[src/rtl/vram_pkg.sv]
// Shared types and widths for the VRAM arbiter: address widths, read FSM states
// and the posted-write buffer entry layout.
package vram_pkg;

  localparam int VRAM_AW = 13;
  localparam int CPU_AW  = 14;

  typedef enum logic {
    S_IDLE,
    S_RD
  } rd_state_e;

  // lane selects the byte within the 16-bit word: 0 = [7:0], 1 = [15:8]
  typedef struct packed {
    logic [VRAM_AW-1:0] addr;
    logic               lane;
    logic [7:0]         data;
  } wbuf_entry_t;

endpackage

[src/rtl/wbuf_fifo.sv]
// Small synchronous FIFO holding posted CPU writes until a CPU slot lets them drain.
module wbuf_fifo
  import vram_pkg::*;
#(
  parameter int DEPTH = 2
) (
  input  logic        clk,
  input  logic        reset,
  input  logic        push,
  input  logic        pop,
  input  wbuf_entry_t din,
  output wbuf_entry_t dout,
  output logic        full,
  output logic        empty
);

  localparam int PW = $clog2(DEPTH);

  wbuf_entry_t     mem_q [DEPTH];
  logic [PW-1:0]   wrPtr_q, wrPtr_d;
  logic [PW-1:0]   rdPtr_q, rdPtr_d;
  logic [PW:0]     count_q, count_d;
  logic            doPush, doPop;

  assign full   = (count_q == (PW+1)'(DEPTH));
  assign empty  = (count_q == '0);
  assign dout   = mem_q[rdPtr_q];
  assign doPush = push && !full;
  assign doPop  = pop && !empty;

  always_comb begin
    wrPtr_d = wrPtr_q;
    rdPtr_d = rdPtr_q;
    count_d = count_q;
    if (doPush) wrPtr_d = wrPtr_q + 1'b1;
    if (doPop)  rdPtr_d = rdPtr_q + 1'b1;
    // simultaneous push and pop leaves the occupancy unchanged
    case ({doPush, doPop})
      2'b10:   count_d = count_q + 1'b1;
      2'b01:   count_d = count_q - 1'b1;
      default: count_d = count_q;
    endcase
  end

  always_ff @(posedge clk) begin
    if (reset) begin
      wrPtr_q <= '0;
      rdPtr_q <= '0;
      count_q <= '0;
    end else begin
      wrPtr_q <= wrPtr_d;
      rdPtr_q <= rdPtr_d;
      count_q <= count_d;
      if (doPush) mem_q[wrPtr_q] <= din;
    end
  end

endmodule

[src/rtl/vram_arbiter.sv]
// Shares the single-port video RAM between the gfx line fetcher (absolute priority)
// and the CPU, which posts writes through a buffer and reads only once it is drained.
module vram_arbiter
  import vram_pkg::*;
#(
  parameter int WBUF_DEPTH = 2
) (
  input  logic               clk,
  input  logic               reset,
  input  logic               gfx_active,
  input  logic [VRAM_AW-1:0] gfx_addr,
  output logic [15:0]        gfx_rddata,
  input  logic               cpu_req,
  input  logic               cpu_wr,
  input  logic [CPU_AW-1:0]  cpu_addr,
  input  logic [7:0]         cpu_wrdata,
  output logic               cpu_ack,
  output logic [7:0]         cpu_rddata,
  output logic [VRAM_AW-1:0] ram_addr,
  output logic [15:0]        ram_wrdata,
  output logic [1:0]         ram_wren,
  input  logic [15:0]        ram_rddata,
  output logic               wbuf_empty
);

  rd_state_e   state_q, state_d;
  logic        ack_q, ack_d;
  logic [7:0]  rdData_q, rdData_d;
  logic        rdLane_q, rdLane_d;

  logic        wrAccept, rdIssue, drain;
  logic        full, empty;
  wbuf_entry_t pushEntry, head;

  assign pushEntry = '{addr: cpu_addr[CPU_AW-1:1], lane: cpu_addr[0], data: cpu_wrdata};

  wbuf_fifo #(.DEPTH(WBUF_DEPTH)) uWbuf (
    .clk   (clk),
    .reset (reset),
    .push  (wrAccept),
    .pop   (drain),
    .din   (pushEntry),
    .dout  (head),
    .full  (full),
    .empty (empty)
  );

  assign gfx_rddata = ram_rddata;
  assign cpu_ack    = ack_q;
  assign cpu_rddata = rdData_q;
  assign wbuf_empty = empty;

  // A read only issues with an empty buffer, so a drain and a read never collide
  // and every earlier write reaches the RAM before the read samples it.
  always_comb begin
    state_d    = state_q;
    ack_d      = 1'b0;
    rdData_d   = rdData_q;
    rdLane_d   = rdLane_q;
    wrAccept   = !reset && cpu_req && cpu_wr && !full && !ack_q;
    rdIssue    = !reset && (state_q == S_IDLE) && cpu_req && !cpu_wr && !ack_q
                 && empty && !gfx_active;
    drain      = !reset && !gfx_active && !empty;
    ram_addr   = gfx_addr;
    ram_wrdata = {head.data, head.data};
    ram_wren   = 2'b00;

    if (!gfx_active) begin
      if (drain) begin
        ram_addr = head.addr;
        ram_wren = head.lane ? 2'b10 : 2'b01;
      end else begin
        ram_addr = cpu_addr[CPU_AW-1:1];
      end
    end

    // S_RD completes even if gfx took the RAM this cycle: the data is from last cycle's address
    case (state_q)
      S_IDLE: begin
        if (rdIssue) begin
          state_d  = S_RD;
          rdLane_d = cpu_addr[0];
        end
      end
      S_RD: begin
        state_d  = S_IDLE;
        ack_d    = 1'b1;
        rdData_d = rdLane_q ? ram_rddata[15:8] : ram_rddata[7:0];
      end
      default: state_d = S_IDLE;
    endcase

    if (wrAccept) ack_d = 1'b1;
  end

  always_ff @(posedge clk) begin
    if (reset) begin
      state_q  <= S_IDLE;
      ack_q    <= 1'b0;
      rdData_q <= '0;
      rdLane_q <= 1'b0;
    end else begin
      state_q  <= state_d;
      ack_q    <= ack_d;
      rdData_q <= rdData_d;
      rdLane_q <= rdLane_d;
    end
  end

endmodule
[config.mk]
export PLATFORM = sky130hd
export DESIGN_NAME = vram_arbiter
export DESIGN_NICKNAME = d
export VERILOG_FILES = /design/src/rtl/vram_pkg.sv /design/src/rtl/wbuf_fifo.sv /design/src/rtl/vram_arbiter.sv
export SDC_FILE = /design/constraint.sdc
export NUM_CORES = 1
export LEC_CHECK = 0
export CAP_MARGIN = 25
export CORE_MARGIN = 10
export CORE_UTILIZATION = 46
export CTS_CLUSTER_SIZE = 8
export DETAILED_ROUTE_END_ITERATION = 16
export PLACE_DENSITY = 0.95
export SLEW_MARGIN = 15
export SYNTH_ARGS = -nofsm -noshare
export SYNTH_HDL_FRONTEND = slang
export SYNTH_SLANG_ARGS = --single-unit
[constraint.sdc]
create_clock -name clk -period 3.16 [get_ports clk]
set_input_delay 0.474 -clock clk [delete_from_list [all_inputs] [get_ports clk]]
set_output_delay 0.474 -clock clk [all_outputs]
set_load 0.005 [all_outputs]
==> impl_metrics.ini <==
[yosys]
net_count_after_synthesis = 273
post_synth_inst_count = 216
synth_fa_ha_area_share_pct = 0.4490
synth_warnings = 0
post_synth_xor_area_fraction_pct = 0.9430
synth.avg_cell_area_um2 = 12.90
synthArstFlopShare_pct = 0
synth.yosys.seq_area_share_pct = 58.91
synth_compound_gate_area_share_pct = 8.038
number_of_enable_type_register_cells_in_the_synthesized_netlist = 44
post_synth_simple_gate_area_pct = 9.924
largest_family_of_logic_cells_by_synthesized_area = multiplexers
synth_cell_types = 28
muxShareOfSynthArea_pct = 11.85
synth.ff_latch_count = 60
yosys_most_used_dff = sky130_fd_sc_hd__edfxtp_1
synth_area_mm2 = 0.002786

[routing]
drtPass1Iterations = 4
via_count = 2020
post_drt_wl_per_cell_um = 18.24
wl_um = 7094
drt_iter0_markers = 74
count_of_unresolved_drc_violations_after_routing = 0
post_drt_via_cell_ratio = 5.193
ant_nets = 0

[setup_path]
critPathSlowestCell = sky130_fd_sc_hd__or2_1
path_class = in -> out
path_cells = clkdlybuf4s50_1 -> o21bai_4 -> or2_1 -> a221o_1 -> clkdlybuf4s50_1
critical_path.max_fanout = 15
worst_ep_required_time_ns = 2.69
critPathMaxStageDelay_ns = 0.54
most_frequent_cell_on_the_critical_path = sky130_fd_sc_hd__clkdlybuf4s50_1
critPathTopFamily = buffers and inverters
critical_path.startpoint_type = input port
critPathCaptureType = primary output
timing.critical_path.arrival_ns = 2.52
timing.critical_path.buf_inv = 2

[layout]
insertedDiodeCount = 0
layout.nets = 366
final_common_cell = sky130_fd_sc_hd__clkdlybuf4s50_1
area.growth.synth_to_final_pct = 45.35
most_used_cells_in_the_layout_excluding_fill_and_tap_cells = 112 x sky130_fd_sc_hd__clkdlybuf4s50_1, 44 x sky130_fd_sc_hd__edfxtp_1, 24 x sky130_fd_sc_hd__mux2i_1
final_layout_size_suffix_gt1_share_pct = 10.83

[global_routing]
grt-busiest-layer = met2
via_count_of_the_first_global_routing_pass = 2187
pin_count_of_the_biggest_net_entering_global_routing = 28
met1_usage_in_global_routing_pct = 13.95
global_route_wire_length_before_repair_um = 11000
number_of_antenna_violations_at_the_first_check_in_global_routing = 0
use_met2_pct = 24.16
overall_routing_resource_usage_pct = 14.32
gr-usage-met3_pct = 8.034
grt-ovfl-total = 0

[floorplanning]
fp.dieH_um = 97.83
fp-row-count = 28
die_w_um = 97.83
floorplan.io_pins = 113
core_area_mm2 = 0.005886
fp.dieArea_mm2 = 0.009571
floorplan.initialDensity_pct = 47.34

[job]
timing.max_cap.violations = 0

[place]
port_buffers = 112
dp_hpwl_um = 5247
finalWeightedCongestion = 0.7546
place_worst_setup_slack_ns = 0.1845

[clock_network]
cts.sink_count = 60
clock_tree.buffer_depth = 2
clock_tree.htree_level_count = 3
post-cts-setup-buffer-count = 0
hold_buffers_post_cts = 0
clock_insertion_delay_worst_skew_ns = 0.32
clk_pin_slew_worst_paths_ns = 0.06
cts_resized = 0
cts-root-buf = sky130_fd_sc_hd__clkbuf_8
cts_made_buffers = 9
tritoncts = built

[sta]
final.period_utilization_pct = 94.67
rsz_0062_raised_after_global_routing = false
min_period_ns = 2.991
report.final.setup_viol = 0
fin_worst_skew_ns = 0.006272
max_freq_mhz = 334.3
worst-slew-pin-transition_ns = 0.6164
setup-tns-final_ns = 0
timing_max_transition_violations_final = 0
finalHoldViolCount = 0
timing.max_slew.rel_slack_pct = 58.85
postLayoutSetupSlackWorst_ns = 0.1686

[min_path]
worst_hold_check_path_type = reg -> reg

[run_status]
run_status = finished clean

[pwr]
max-vdd-ir-drop_uv = 297.7
power_density_mw_per_mm2 = 494.1
leakage_uw = 0.001377
-- synthesized netlist by cell type, drive strengths merged (2+ instances only) --
library cell  number  area share (%)
dfxtp             16              11
clkbuf             7            0.94
edfxtp            44              47
xor2               2            0.63
buf               32             8.5
inv                3            0.40
nor2              16             2.2
mux2               8             3.2
a221o             13             4.7
nor2b             13             2.9
a211oi             8             2.2
mux2i             24             8.6
nor3              14             2.5
o21ai              2            0.36
nand2b             4            0.90
-- registers in the layout, indices dropped and copies added (netlist names), named ones only --
register       count
cpu_rddata         8
cpu_ack            1
uWbuf.count_q      2
state_q            1
rdLane_q           1
uWbuf.rdPtr_q      1
uWbuf.mem_q       44
uWbuf.wrPtr_q      1
-- layout make-up --
cell class / instances / area [um^2]
multi-input combinational: 114 / 874.6
tap: 75 / 93.84
inverter: 3 / 11.26
timing repair buffer: 121 / 1189
fill: 408 / 1836
clock buffer: 11 / 141.4
sequential: 60 / 1642
clock inverter: 5 / 98.84
-- metrics by stage --
step	util, %	hold WS, ns	std cells	area, um^2	total power, uW
2_1_floorplan	-	0.4504	216	2786	1028
3_3_place_gp	64.73	0.4703	373	3810	1187
3_5_place_dp	64.73	0.4762	373	3810	1197
4_1_cts	68.81	0.4841	389	4050	2020
5_1_grt	68.81	0.5057	389	4050	2080
6_report	68.81	0.4837	389	4050	2001
-- path summary, 6_finish.rpt --
kind	startpoint	to	slack (ns)	cells after the start
max	gfx_active	ram_addr[3]	0.17	5
min	cpu_rddata[1]	cpu_rddata[1]	0.48	2
max reg2reg	uWbuf.count_q[1]	uWbuf.count_q[1]	0.75	6
min reg2reg	cpu_rddata[1]	cpu_rddata[1]	0.48	2
-- logic make-up (layout without fill, tap and decap cells) --
kind of cell | after synthesis | in the layout
AO/OA/AOI/OAI | 25 | 25
buffers and inverters | 42 | 140
AND/OR/NAND/NOR | 53 | 53
multiplexers | 32 | 32
adder cells (fa/ha/maj) | 1 | 1
XOR/XNOR | 3 | 3
flip-flops | 60 | 60
-- power by group --
group | total, uW | internal, uW | switching, uW
registers | 882 | 868 | 14.3
logic | 297 | 189 | 107
clock network | 822 | 542 | 280
total | 2000 | 1600 | 402
-- per-layer routing --
| layer | wire length (um) | vias up | share of wire [%] |
|---|---|---|---|
| met2 | 3490 | 104 | 49 |
| met3 | 823 | 10 | 12 |
| met4 | 108 | 0 | 1.5 |
| met1 | 2671 | 949 | 38 |
| met5 | 0 | - | 0 |
| li1 | - | 957 | - |
-- worst register-to-register path: stages (launching register included) --
cell	delay (ns)
sky130_fd_sc_hd__dfxtp_1	0.38
sky130_fd_sc_hd__o21bai_4	0.41
sky130_fd_sc_hd__or2_1	0.54
sky130_fd_sc_hd__inv_1	0.14
sky130_fd_sc_hd__ha_1	0.37
sky130_fd_sc_hd__or3_1	0.36
sky130_fd_sc_hd__a21oi_1	0.14
Note: power is estimated with default switching activity, not from simulation.
==> RTL change (same settings) <==
Change the parameter `WBUF_DEPTH` from 2 to 4.
--- a/src/rtl/vram_arbiter.sv
+++ b/src/rtl/vram_arbiter.sv
@@ -4,5 +4,5 @@
   import vram_pkg::*;
 #(
-  parameter int WBUF_DEPTH = 2
+  parameter int WBUF_DEPTH = 4
 ) (
   input  logic               clk,
Formal check against the unedited RTL: not equivalent (Yosys sat finds a counterexample within 10 cycles, from zero or initial values and one cycle with reset high).
==> RTL change against the original RTL <==
  * Total power increased by 41%
  * Die area increased by 55%
  * Routed wire length increased by 43%
  * Setup slack improved by 0.088 ns
  * Critical path type is now reg2out
  * Final area increased by 51%
  * Non-clock buffer count increased by 4
  * Sequential cell count increased by 48
  * Synthesized area increased by 71%
==> RTL change: results (changes against the original RTL) <==
stage;metric;value;unit;change
synthesis;ys_types;36;;was 28
place;pre_cts_ws;0.248;ns;was 0.185 ns
worst_setup_path;ff2ff_path_depth;9;;was 6
cts;clk_latency;0.36;ns;was 0.32 ns
grt;antenna_found_initial;0;;unchanged
worst_setup_path;reg2reg_slack;0.74;ns;
routing;drt-wirelength-per-cell;19.0;um;was 18.2 um
synthesis;synthTopCellsByArea;edfxtp_1, mux4_2, dfxtp_1;;was edfxtp_1, dfxtp_1, mux2i_1
layout;antenna-diode-count;0;;unchanged
synthesis;synth_ff_type;edfxtp_1;;unchanged
worst_setup_path;path_delay_family;buffers and inverters;;unchanged
cts;clock_path_buffers;2;;unchanged
synthesis;synth_warnings;0;;unchanged
routing;drt_iter0_drc;171;;was 74
synthesis;ys_async_sr_fraction;0;%;unchanged
cts;cts_setup_buffers;0;;unchanged
worst_setup_path;startpoint;uWbuf.count_q[2];;was gfx_active
grt;grt_usage;13.7;%;was 14.3%
synthesis;syn_inst;300;;was 216
pwr;peakVddDrop;0.217;mV;was 0.298 mV
synthesis;syn_nets;362;;was 273
layout;largest_reg_flops;88;;was 44
place;port_buffers;112;;unchanged
place;dpl.cell_count;519;;was 373
grt;grt_start_max_net_pins;46;;was 28
cts;cts_root_buffer;clkbuf_8;;unchanged
cts;clkTransAtPathRegs;0.10;ns;was 0.06 ns
worst_setup_path;endpoint;ram_addr[3];;unchanged
layout;top_register;uWbuf.mem_q;;unchanged
worst_setup_path;path_max_fanout;27;;was 15
layout;final_nets;456;;was 366
grt;grt_pass1_vias;3068;;was 2187
worst_setup_path;slowest_delay;0.47;ns;was 0.54 ns
grt;grt_pass1_wl;15900;um;was 11000 um
cts;cts_buffers;9;;unchanged
timing;finalClockSkew;0.0132;ns;was 0.00627 ns
cts;cts.repair.resized;0;;unchanged
synthesis;synthTopCellsByCount;edfxtp_1, buf_4, dfxtp_1, mux4_2, nor3b_1;;was edfxtp_1, buf_4, mux2i_1, dfxtp_1, nor2_1
worst_hold_path;hp-class;reg2reg;;unchanged
timing;final.period_utilization;91.9;%;was 94.7%
layout;final_layout_size_suffix_gt1_share;12.5;%;was 10.8%
run_status;status;complete, no violations;;unchanged
pwr;p_leak;1.96;nW;was 1.38 nW
cts;htreeDepth;3;;unchanged
synthesis;yosysSeqAreaShare;63.7;%;was 58.9%
layout;fin_cells;535;;was 389
place;gp_congestion;0.769;;was 0.755
worst_setup_path;r2r_end;uWbuf.count_q[2];;was uWbuf.count_q[1]
routing;avgViaCountPerCell;5.35;;was 5.19
synthesis;synth_edf_count;88;;was 44
pwr;power.internal;0.00218;W;was 0.00160 W
place;dp_hpwl;7260;um;was 5250 um
grt;overflow;0;;unchanged
timing;slew_headroom;60.1;%;was 58.9%
routing;drt_pass1_iterations;4;;unchanged
worst_setup_path;cp_slowest_cell;nor3_2;;was or2_1
RTL change: cells by family after synthesis:
| group | synth area share, % |
|---|---|
| buf+inv | 7.21 |
| fa+ha+maj | 1.73 |
| simple gates | 7.18 |
| mux | 12.7 |
| xor+xnor | 0.367 |
| compound gates | 7.05 |
| flops | 63.7 |
RTL change: metal layers:
metal	GRT usage, %	vias up	share of wire [%]
li1	-	1327	-
met1	15.7	1419	40
met2	23.6	102	51
met3	4.44	13	7.9
met4	4.47	0	1.4
met5	0	-	0
RTL change: area by class of cell:
type,instances,area [um^2]
multi-input combinational,141,1390
sequential,108,3040
fill,750,4130
tap,136,170
clock buffer,9,124
timing repair buffer,125,1240
clock inverter,7,91.3
inverter,9,33.8
RTL change: per-stage QoR:
step           hold slack (ns)  area [um^2]
3_5_place_dp             0.475         5880
5_1_grt                  0.509         6100
6_report                 0.499         6100
3_3_place_gp             0.465         5880
4_1_cts                  0.502         6100
2_1_floorplan            0.453         4770
RTL change: worst min path at each step:
stage | from | endpoint | cells after the start
floorplan | uWbuf.rdPtr_q[1] | flip-flop | 2
global placement | uWbuf.rdPtr_q[1] | uWbuf.rdPtr_q[1] | 2
detailed placement | uWbuf.rdPtr_q[0] | flip-flop | 1
CTS | cpu_rddata[2] | cpu_rddata[2] | 2
global route | uWbuf.rdPtr_q[1] | flip-flop | 2
finish | uWbuf.rdPtr_q[0] | flip-flop | 1
RTL change: power groups by stage:
| stage | logic (W) | clock network (W) | registers [W] |
|---|---|---|---|
| finish | 0.000386 | 0.000862 | 0.00158 |
| global route | 0.000419 | 0.000938 | 0.00158 |
| CTS | 0.000393 | 0.000886 | 0.00158 |
| detailed placement | 0.000391 | 0 | 0.00161 |
| global placement | 0.000377 | 0 | 0.00161 |
| floorplan | 0.000200 | 0 | 0.00160 |
